<file path="src/rtl/dma_engine_2d_pkg.sv">
// dma_engine_2d_pkg: register map, control bit positions and FSM states for the 2D DMA
package dma_engine_2d_pkg;
  localparam logic [3:0] REG_CTRL       = 4'd0;
  localparam logic [3:0] REG_CMD        = 4'd1;
  localparam logic [3:0] REG_SRC        = 4'd2;
  localparam logic [3:0] REG_DST        = 4'd3;
  localparam logic [3:0] REG_WORDS      = 4'd4;
  localparam logic [3:0] REG_LINES      = 4'd5;
  localparam logic [3:0] REG_SRC_STRIDE = 4'd6;
  localparam logic [3:0] REG_DST_STRIDE = 4'd7;
  localparam int CTRL_GO     = 0;
  localparam int CTRL_IRQ_EN = 1;
  localparam int CMD_ABORT   = 0;
  localparam int CMD_IRQ_CLR = 1;
  typedef enum logic [1:0] {IDLE, RUN, DONE, ABORT} state_t;
endpackage

</file>
<file path="src/rtl/dma_fifo.sv">
// dma_fifo: synchronous show-ahead FIFO with flush; head word is visible on data_out while non-empty
module dma_fifo #(
  parameter int WIDTH = 16,
  parameter int DEPTH = 16
) (
  input  logic                     clk,
  input  logic                     rst,
  input  logic                     push,
  input  logic                     pop,
  input  logic                     flush,
  input  logic [WIDTH-1:0]         data_in,
  output logic [WIDTH-1:0]         data_out,
  output logic [$clog2(DEPTH):0]   count,
  output logic                     empty
);
  localparam int AW = $clog2(DEPTH);
  logic [WIDTH-1:0] mem [DEPTH];
  logic [AW-1:0] wp, rp;
  logic do_push, do_pop;
  assign empty    = count == '0;
  assign do_pop   = pop && !empty;
  assign do_push  = push && (count != (AW+1)'(DEPTH) || do_pop);
  assign data_out = mem[rp];
  always_ff @(posedge clk) if (do_push) mem[wp] <= data_in;
  always_ff @(posedge clk) begin
    if (rst || flush) begin
      wp    <= '0;
      rp    <= '0;
      count <= '0;
    end else begin
      wp    <= wp + AW'(do_push);
      rp    <= rp + AW'(do_pop);
      count <= count + (AW+1)'(do_push) - (AW+1)'(do_pop);
    end
  end
endmodule

</file>
<file path="src/rtl/dma_engine_2d.sv">
// dma_engine_2d: CPU-programmed 2D rectangle copy, pipelined Avalon-MM read master -> FIFO -> write master
module dma_engine_2d
  import dma_engine_2d_pkg::*;
#(
  parameter int DATA_WIDTH      = 16,
  parameter int ADDR_WIDTH      = 32,
  parameter int FIFO_DEPTH      = 16,
  parameter int MAX_OUTSTANDING = 8
) (
  input  logic                    clock,
  input  logic                    clock_sreset,
  input  logic [3:0]              s_address,
  input  logic [31:0]             s_writedata,
  output logic [31:0]             s_readdata,
  input  logic                    s_read,
  input  logic                    s_write,
  output logic                    s_waitrequest,
  output logic                    s_irq,
  output logic [ADDR_WIDTH-1:0]   mr_address,
  output logic [DATA_WIDTH/8-1:0] mr_byteenable,
  output logic                    mr_read,
  input  logic                    mr_waitrequest,
  input  logic [DATA_WIDTH-1:0]   mr_readdata,
  input  logic                    mr_readdatavalid,
  output logic [ADDR_WIDTH-1:0]   mw_address,
  output logic [DATA_WIDTH/8-1:0] mw_byteenable,
  output logic [DATA_WIDTH-1:0]   mw_writedata,
  output logic                    mw_write,
  input  logic                    mw_waitrequest
);
  localparam int BYTES = DATA_WIDTH / 8;
  localparam int CW    = $clog2(FIFO_DEPTH) + 1;
  typedef logic [ADDR_WIDTH-1:0] addr_t;
  state_t state, state_nx;
  logic irq_en, irq_pend, rd_phase, busy, room, push, pop, flush, rd_acc;
  logic go, abort, irq_clr, empty_xfer, rd_eol, wr_eol, rd_act, wr_act, fifo_empty;
  logic [31:0] src, dst, words, lines, src_stride, dst_stride, rd_mux;
  logic [31:0] words_w, lines_w, rd_col, rd_row, wr_col, wr_row;
  addr_t sstride_w, dstride_w, rd_base, wr_base;
  logic [CW-1:0] outst, fifo_count;
  assign go            = s_write && s_address == REG_CTRL && s_writedata[CTRL_GO];
  assign abort         = s_write && s_address == REG_CMD && s_writedata[CMD_ABORT];
  assign irq_clr       = s_write && s_address == REG_CMD && s_writedata[CMD_IRQ_CLR];
  assign empty_xfer    = words == '0 || lines == '0;
  assign rd_acc        = mr_read && !mr_waitrequest;
  assign pop           = mw_write && !mw_waitrequest;
  assign rd_eol        = rd_col == words_w - 1;
  assign wr_eol        = wr_col == words_w - 1;
  assign s_waitrequest = s_read && !rd_phase;
  assign s_irq         = irq_pend && irq_en;
  assign mr_byteenable = '1;
  assign mw_byteenable = '1;
  always_ff @(posedge clock) state <= clock_sreset ? IDLE : state_nx;
  always_comb begin
    state_nx = state;
    case (state)
      IDLE:    state_nx = go ? (empty_xfer ? DONE : RUN) : IDLE;
      RUN:     state_nx = abort ? ABORT : (wr_act ? RUN : DONE);
      DONE:    state_nx = abort ? ABORT : IDLE;
      ABORT:   state_nx = outst == '0 ? IDLE : ABORT;
      default: state_nx = IDLE;
    endcase
  end
  // Credit check: every issued read must already own a FIFO slot, so readdatavalid can never overflow it.
  always_comb begin
    busy     = state != IDLE;
    room     = 32'(fifo_count) + 32'(outst) < 32'(FIFO_DEPTH) && 32'(outst) < 32'(MAX_OUTSTANDING);
    mr_read  = state == RUN && rd_act && room;
    mw_write = state == RUN && !fifo_empty;
    push     = state == RUN && mr_readdatavalid;
    flush    = state == ABORT;
  end
  always_comb begin
    rd_mux = '0;
    case (s_address)
      REG_CTRL:       rd_mux = {29'b0, irq_pend, busy, irq_en};
      REG_SRC:        rd_mux = src;
      REG_DST:        rd_mux = dst;
      REG_WORDS:      rd_mux = words;
      REG_LINES:      rd_mux = lines;
      REG_SRC_STRIDE: rd_mux = src_stride;
      REG_DST_STRIDE: rd_mux = dst_stride;
      default:        rd_mux = '0;
    endcase
  end
  always_ff @(posedge clock) begin
    if (clock_sreset) begin
      {irq_en, irq_pend, rd_phase} <= '0;
      {src, dst, words, lines, src_stride, dst_stride, s_readdata} <= '0;
    end else begin
      if (s_write && s_address == REG_CTRL) irq_en <= s_writedata[CTRL_IRQ_EN];
      if (s_write && s_address == REG_SRC) src <= s_writedata;
      if (s_write && s_address == REG_DST) dst <= s_writedata;
      if (s_write && s_address == REG_WORDS) words <= s_writedata;
      if (s_write && s_address == REG_LINES) lines <= s_writedata;
      if (s_write && s_address == REG_SRC_STRIDE) src_stride <= s_writedata;
      if (s_write && s_address == REG_DST_STRIDE) dst_stride <= s_writedata;
      if (s_read && !rd_phase) s_readdata <= rd_mux;
      rd_phase <= s_read && !rd_phase;
      irq_pend <= state == DONE ? 1'b1 : (irq_clr ? 1'b0 : irq_pend);
    end
  end
  always_ff @(posedge clock) begin
    if (clock_sreset) outst <= '0;
    else outst <= outst + CW'(rd_acc) - CW'(mr_readdatavalid && outst != '0);
  end
  // Working copies are latched at go so register writes during a transfer only affect the next one.
  always_ff @(posedge clock) begin
    if (clock_sreset) begin
      {words_w, lines_w, rd_col, rd_row, wr_col, wr_row} <= '0;
      {sstride_w, dstride_w, rd_base, wr_base, mr_address, mw_address} <= '0;
      {rd_act, wr_act} <= '0;
    end else if (state == IDLE && go) begin
      words_w    <= words;
      lines_w    <= lines;
      sstride_w  <= addr_t'(src_stride);
      dstride_w  <= addr_t'(dst_stride);
      rd_base    <= addr_t'(src);
      mr_address <= addr_t'(src);
      wr_base    <= addr_t'(dst);
      mw_address <= addr_t'(dst);
      {rd_col, rd_row, wr_col, wr_row} <= '0;
      rd_act     <= !empty_xfer;
      wr_act     <= !empty_xfer;
    end else begin
      if (rd_acc) begin
        rd_col     <= rd_eol ? '0 : rd_col + 1;
        rd_row     <= rd_eol ? rd_row + 1 : rd_row;
        rd_base    <= rd_eol ? rd_base + sstride_w : rd_base;
        mr_address <= rd_eol ? rd_base + sstride_w : mr_address + addr_t'(BYTES);
        rd_act     <= !(rd_eol && rd_row == lines_w - 1);
      end
      if (pop) begin
        wr_col     <= wr_eol ? '0 : wr_col + 1;
        wr_row     <= wr_eol ? wr_row + 1 : wr_row;
        wr_base    <= wr_eol ? wr_base + dstride_w : wr_base;
        mw_address <= wr_eol ? wr_base + dstride_w : mw_address + addr_t'(BYTES);
        wr_act     <= !(wr_eol && wr_row == lines_w - 1);
      end
    end
  end
  dma_fifo #(.WIDTH(DATA_WIDTH), .DEPTH(FIFO_DEPTH)) u_fifo (
    .clk(clock), .rst(clock_sreset), .push(push), .pop(pop), .flush(flush),
    .data_in(mr_readdata), .data_out(mw_writedata), .count(fifo_count), .empty(fifo_empty)
  );
endmodule
</file>
<file path="config.mk">
export PLATFORM = sky130hd
export DESIGN_NAME = dma_engine_2d
export DESIGN_NICKNAME = d
export VERILOG_FILES = /design/src/rtl/dma_engine_2d_pkg.sv /design/src/rtl/dma_fifo.sv /design/src/rtl/dma_engine_2d.sv
export SDC_FILE = /design/constraint.sdc
export NUM_CORES = 2
export LEC_CHECK = 0
export ABC_AREA = 0
export CAP_MARGIN = 5
export CELL_PAD_IN_SITES_DETAIL_PLACEMENT = 1
export CELL_PAD_IN_SITES_GLOBAL_PLACEMENT = 1
export CORE_MARGIN = 4
export CORE_UTILIZATION = 51
export CTS_CLUSTER_DIAMETER = 120
export DETAILED_ROUTE_END_ITERATION = 12
export PLACE_DENSITY = 0.85
export REMOVE_ABC_BUFFERS = 1
export SYNTH_ARGS = -nofsm -noshare
export SYNTH_HDL_FRONTEND = slang
export SYNTH_SLANG_ARGS = --single-unit
</file>
<file path="constraint.sdc">
create_clock -name clock -period 11.51 [get_ports clock]
set_clock_uncertainty 0.2 [all_clocks]
set_input_delay 2.302 -clock clock [delete_from_list [all_inputs] [get_ports clock]]
set_output_delay 2.302 -clock clock [all_outputs]
set_load 0.02 [all_outputs]
</file>
==> qor.txt <==
fin. max-slew vios - 0
Max Fclk - 151 MHz
flop-to-flop setup slack - 4.89 ns
asr flop ratio synth - 0
die width - 299 um
first-pass GRT wire length - 255000 um
pin slew with the least headroom to its limit - 1.33 ns
critical path class - reg2reg
Critical Path Source - words_w[16]$_SDFFE_PP0P_
Layout area overhead - 14.0%
Yosys cell types - 83
Final Setup Violations - 0
most frequent cells in the layout - nand2_1 (889), dfxtp_1 (631), a21oi_1 (566)
CTS clk-pin slew, worst paths - 0.08 ns
maxcap violations - 0
die area - 0.0893 mm^2
final instance area - 0.0492 mm^2
Core Rows - 106
share of cells above drive strength 1 - 0.0770
dpl ws - 5.24 ns
Post-Synthesis Cells - 4729
Skew-Pair Late Insertion Delay - 0.73 ns
vias in the first global route - 40800
Seq/Total Area, Yosys - 0.472
Avg WL per Cell - 28.0 um
worst setup path endpoint - wr_row[9]$_SDFFE_PP0P_
Detail Placement HPWL - 109000 um
clk sinks - 889
final-stage net count - 4932
GR Util All Layers - 0.367
crit path max fanout - 29
cell area power density - 139 mW/mm^2
worst hold path class - reg2reg
DRT iter0 DRCs - 4212
DR pass1 iterations - 6
Synth area leader - dfxtp_1
post_cts resized - 0
IO Port Bufs - 174
CTS Buf Count - 96
vias after detailed routing - 39900
RR Endpoint - wr_row[9]$_SDFFE_PP0P_
Avg Inst Size Synth - 9.12 um^2
Placed Instance Area - 0.0459 mm^2
run status - finished clean
crit path capture type - register
Initial Utilization - 0.515
mapped cell area - 0.0431 mm^2
Post-CTS Repair Setup Buffers - 0
DRC Markers - 0
cts hold-fix bufs - 0
RSZ-0062 raised after global routing - false
crit path launch type - register
H-tree lvl count - 3
largest register by flop count - u_fifo.mem
gpl congestion - 0.956
YS warnings - 0
most common cell after layout, fill and taps aside - nand2_1
layout filler cell count - 9391
Hold Vio Cnt, Final - 0
root buf cell - clkbuf_16
core area - 0.0837 mm^2
vias per cell - 6.64
Post-DRT Antenna Nets - 0
reg2reg path depth - 10
Max clock buf depth - 3
CTS tree - done
Final min period - 6.62 ns
grt total ovfl - 0
top-area cell type share of the netlist area - 0.294
Die Span Y - 299 um
Crit path required time - 11.88 ns
Area contributors post-synth - dfxtp_1 (29%), edfxtp_1 (18%), nand2_1 (7.8%), a21oi_1 (6.6%), mux4_2 (4.2%)
slew margin rel. - 0.108
Synth Flop Type - dfxtp_1
Yosys reg bits - 889
Ports - 179
Largest register FFs - 256
EDFF count, synth - 256
reg2reg start - words_w[16]$_SDFFE_PP0P_
PnR worst setup slack - 4.89 ns
Leakage - 16.8 nW
fin crit share - 0.575
Hold WS - 0.254 ns
Max VDD drop - 0.000114 V
total routed wirelength - 168000 um
largest net degree at the start of global routing - 204
initial antenna violation count - 7
WP data arrival - 6.99 ns
[through the flow]
stage               TNS (ns)  instances  utilization  power (mW)
floorplan            -119.99       4426            -        3.42
global placement           0       5814        0.548        3.55
detailed placement         0       5814        0.548        3.58
CTS                        0       5992        0.587        6.81
global route               0       5994        0.587        6.98
finish                     0       5999        0.587        6.81
[routing by layer]
| metal | routed length (um) | track usage | up-vias |
|---|---|---|---|
| met1 | 63900 | 0.454 | 19900 |
| met5 | 35 | 0 | - |
| met4 | 10700 | 0.202 | 6 |
| met2 | 79500 | 0.606 | 2194 |
| met3 | 14000 | 0.0714 | 660 |
| li1 | - | - | 17100 |
[worst min path at each step]
| stage | cells past startpoint | startpoint | to |
|---|---|---|---|
| floorplan | 2 | rd_base[0]$_SDFFE_PP0P_ | rd_base[0]$_SDFFE_PP0P_ |
| global placement | 2 | rd_base[0]$_SDFFE_PP0P_ | rd_base[0]$_SDFFE_PP0P_ |
| detailed placement | 2 | sstride_w[3]$_SDFFE_PP0P_ | sstride_w[3]$_SDFFE_PP0P_ |
| CTS | 2 | src_stride[6]$_SDFFE_PP0P_ | sstride_w[6]$_SDFFE_PP0P_ |
| global route | 2 | src_stride[6]$_SDFFE_PP0P_ | sstride_w[6]$_SDFFE_PP0P_ |
| finish | 2 | src_stride[6]$_SDFFE_PP0P_ | sstride_w[6]$_SDFFE_PP0P_ |
[Yosys cell counts (55+ instances only)]
cell type / n
nor2_1: 274
nor3_1: 89
nor4_1: 68
o21ai_0: 103
clkbuf_1: 268
xor2_1: 135
a21oi_1: 567
dfxtp_1: 633
a31oi_1: 83
inv_1: 73
edfxtp_1: 256
ha_1: 91
nand4_1: 55
a22oi_1: 151
xnor2_1: 173
nand2_1: 891
mux4_2: 80
nand3_1: 108
or4_1: 62
and3_1: 75
[where the power goes]
group / internal, mW / total, mW / switching (mW)
clock: 1.84 / 3.27 / 1.43
combinational: 0.0816 / 0.280 / 0.199
sequential: 3.23 / 3.26 / 0.0252
total: 5.16 / 6.81 / 1.65
[cell families (layout without fill, tap and decap cells)]
group	after synthesis	in the layout	share of synthesized area
muxes	95	95	0.0454
other	1	11	0.0000869
and+or+nand+nor	1812	1812	0.194
xor gates and xnor gates	314	314	0.0657
AOI/OAI and AO/OA	1143	1143	0.160
adders and majority gates	95	95	0.0283
DFF	889	889	0.472
buffers and inverters	380	506	0.0338
[critical path, stage by stage, from the launching register on]
cell	delay (ns)
dfxtp_1	0.40
or4_1	0.71
or3_1	0.56
or4_1	0.73
xor2_1	0.21
a2111o_1	0.42
or4_1	0.52
or4_1	0.89
or4_4	0.79
or4_1	0.50
a21oi_1	0.54
[cell type report]
cell class                 instances  area (um^2)  share of cell area
sequential                       889        20400               0.414
clock buffer                     131         2750              0.0558
timing repair buffer             254         2360              0.0480
multi-input combinational       3463        21400               0.436
clock inverter                    47          548              0.0111
antenna                            7         17.5            0.000356
inverter                          74          278             0.00565
tap                             1134         1420              0.0289
No activity file was read; power rests on OpenSTA's default activity.
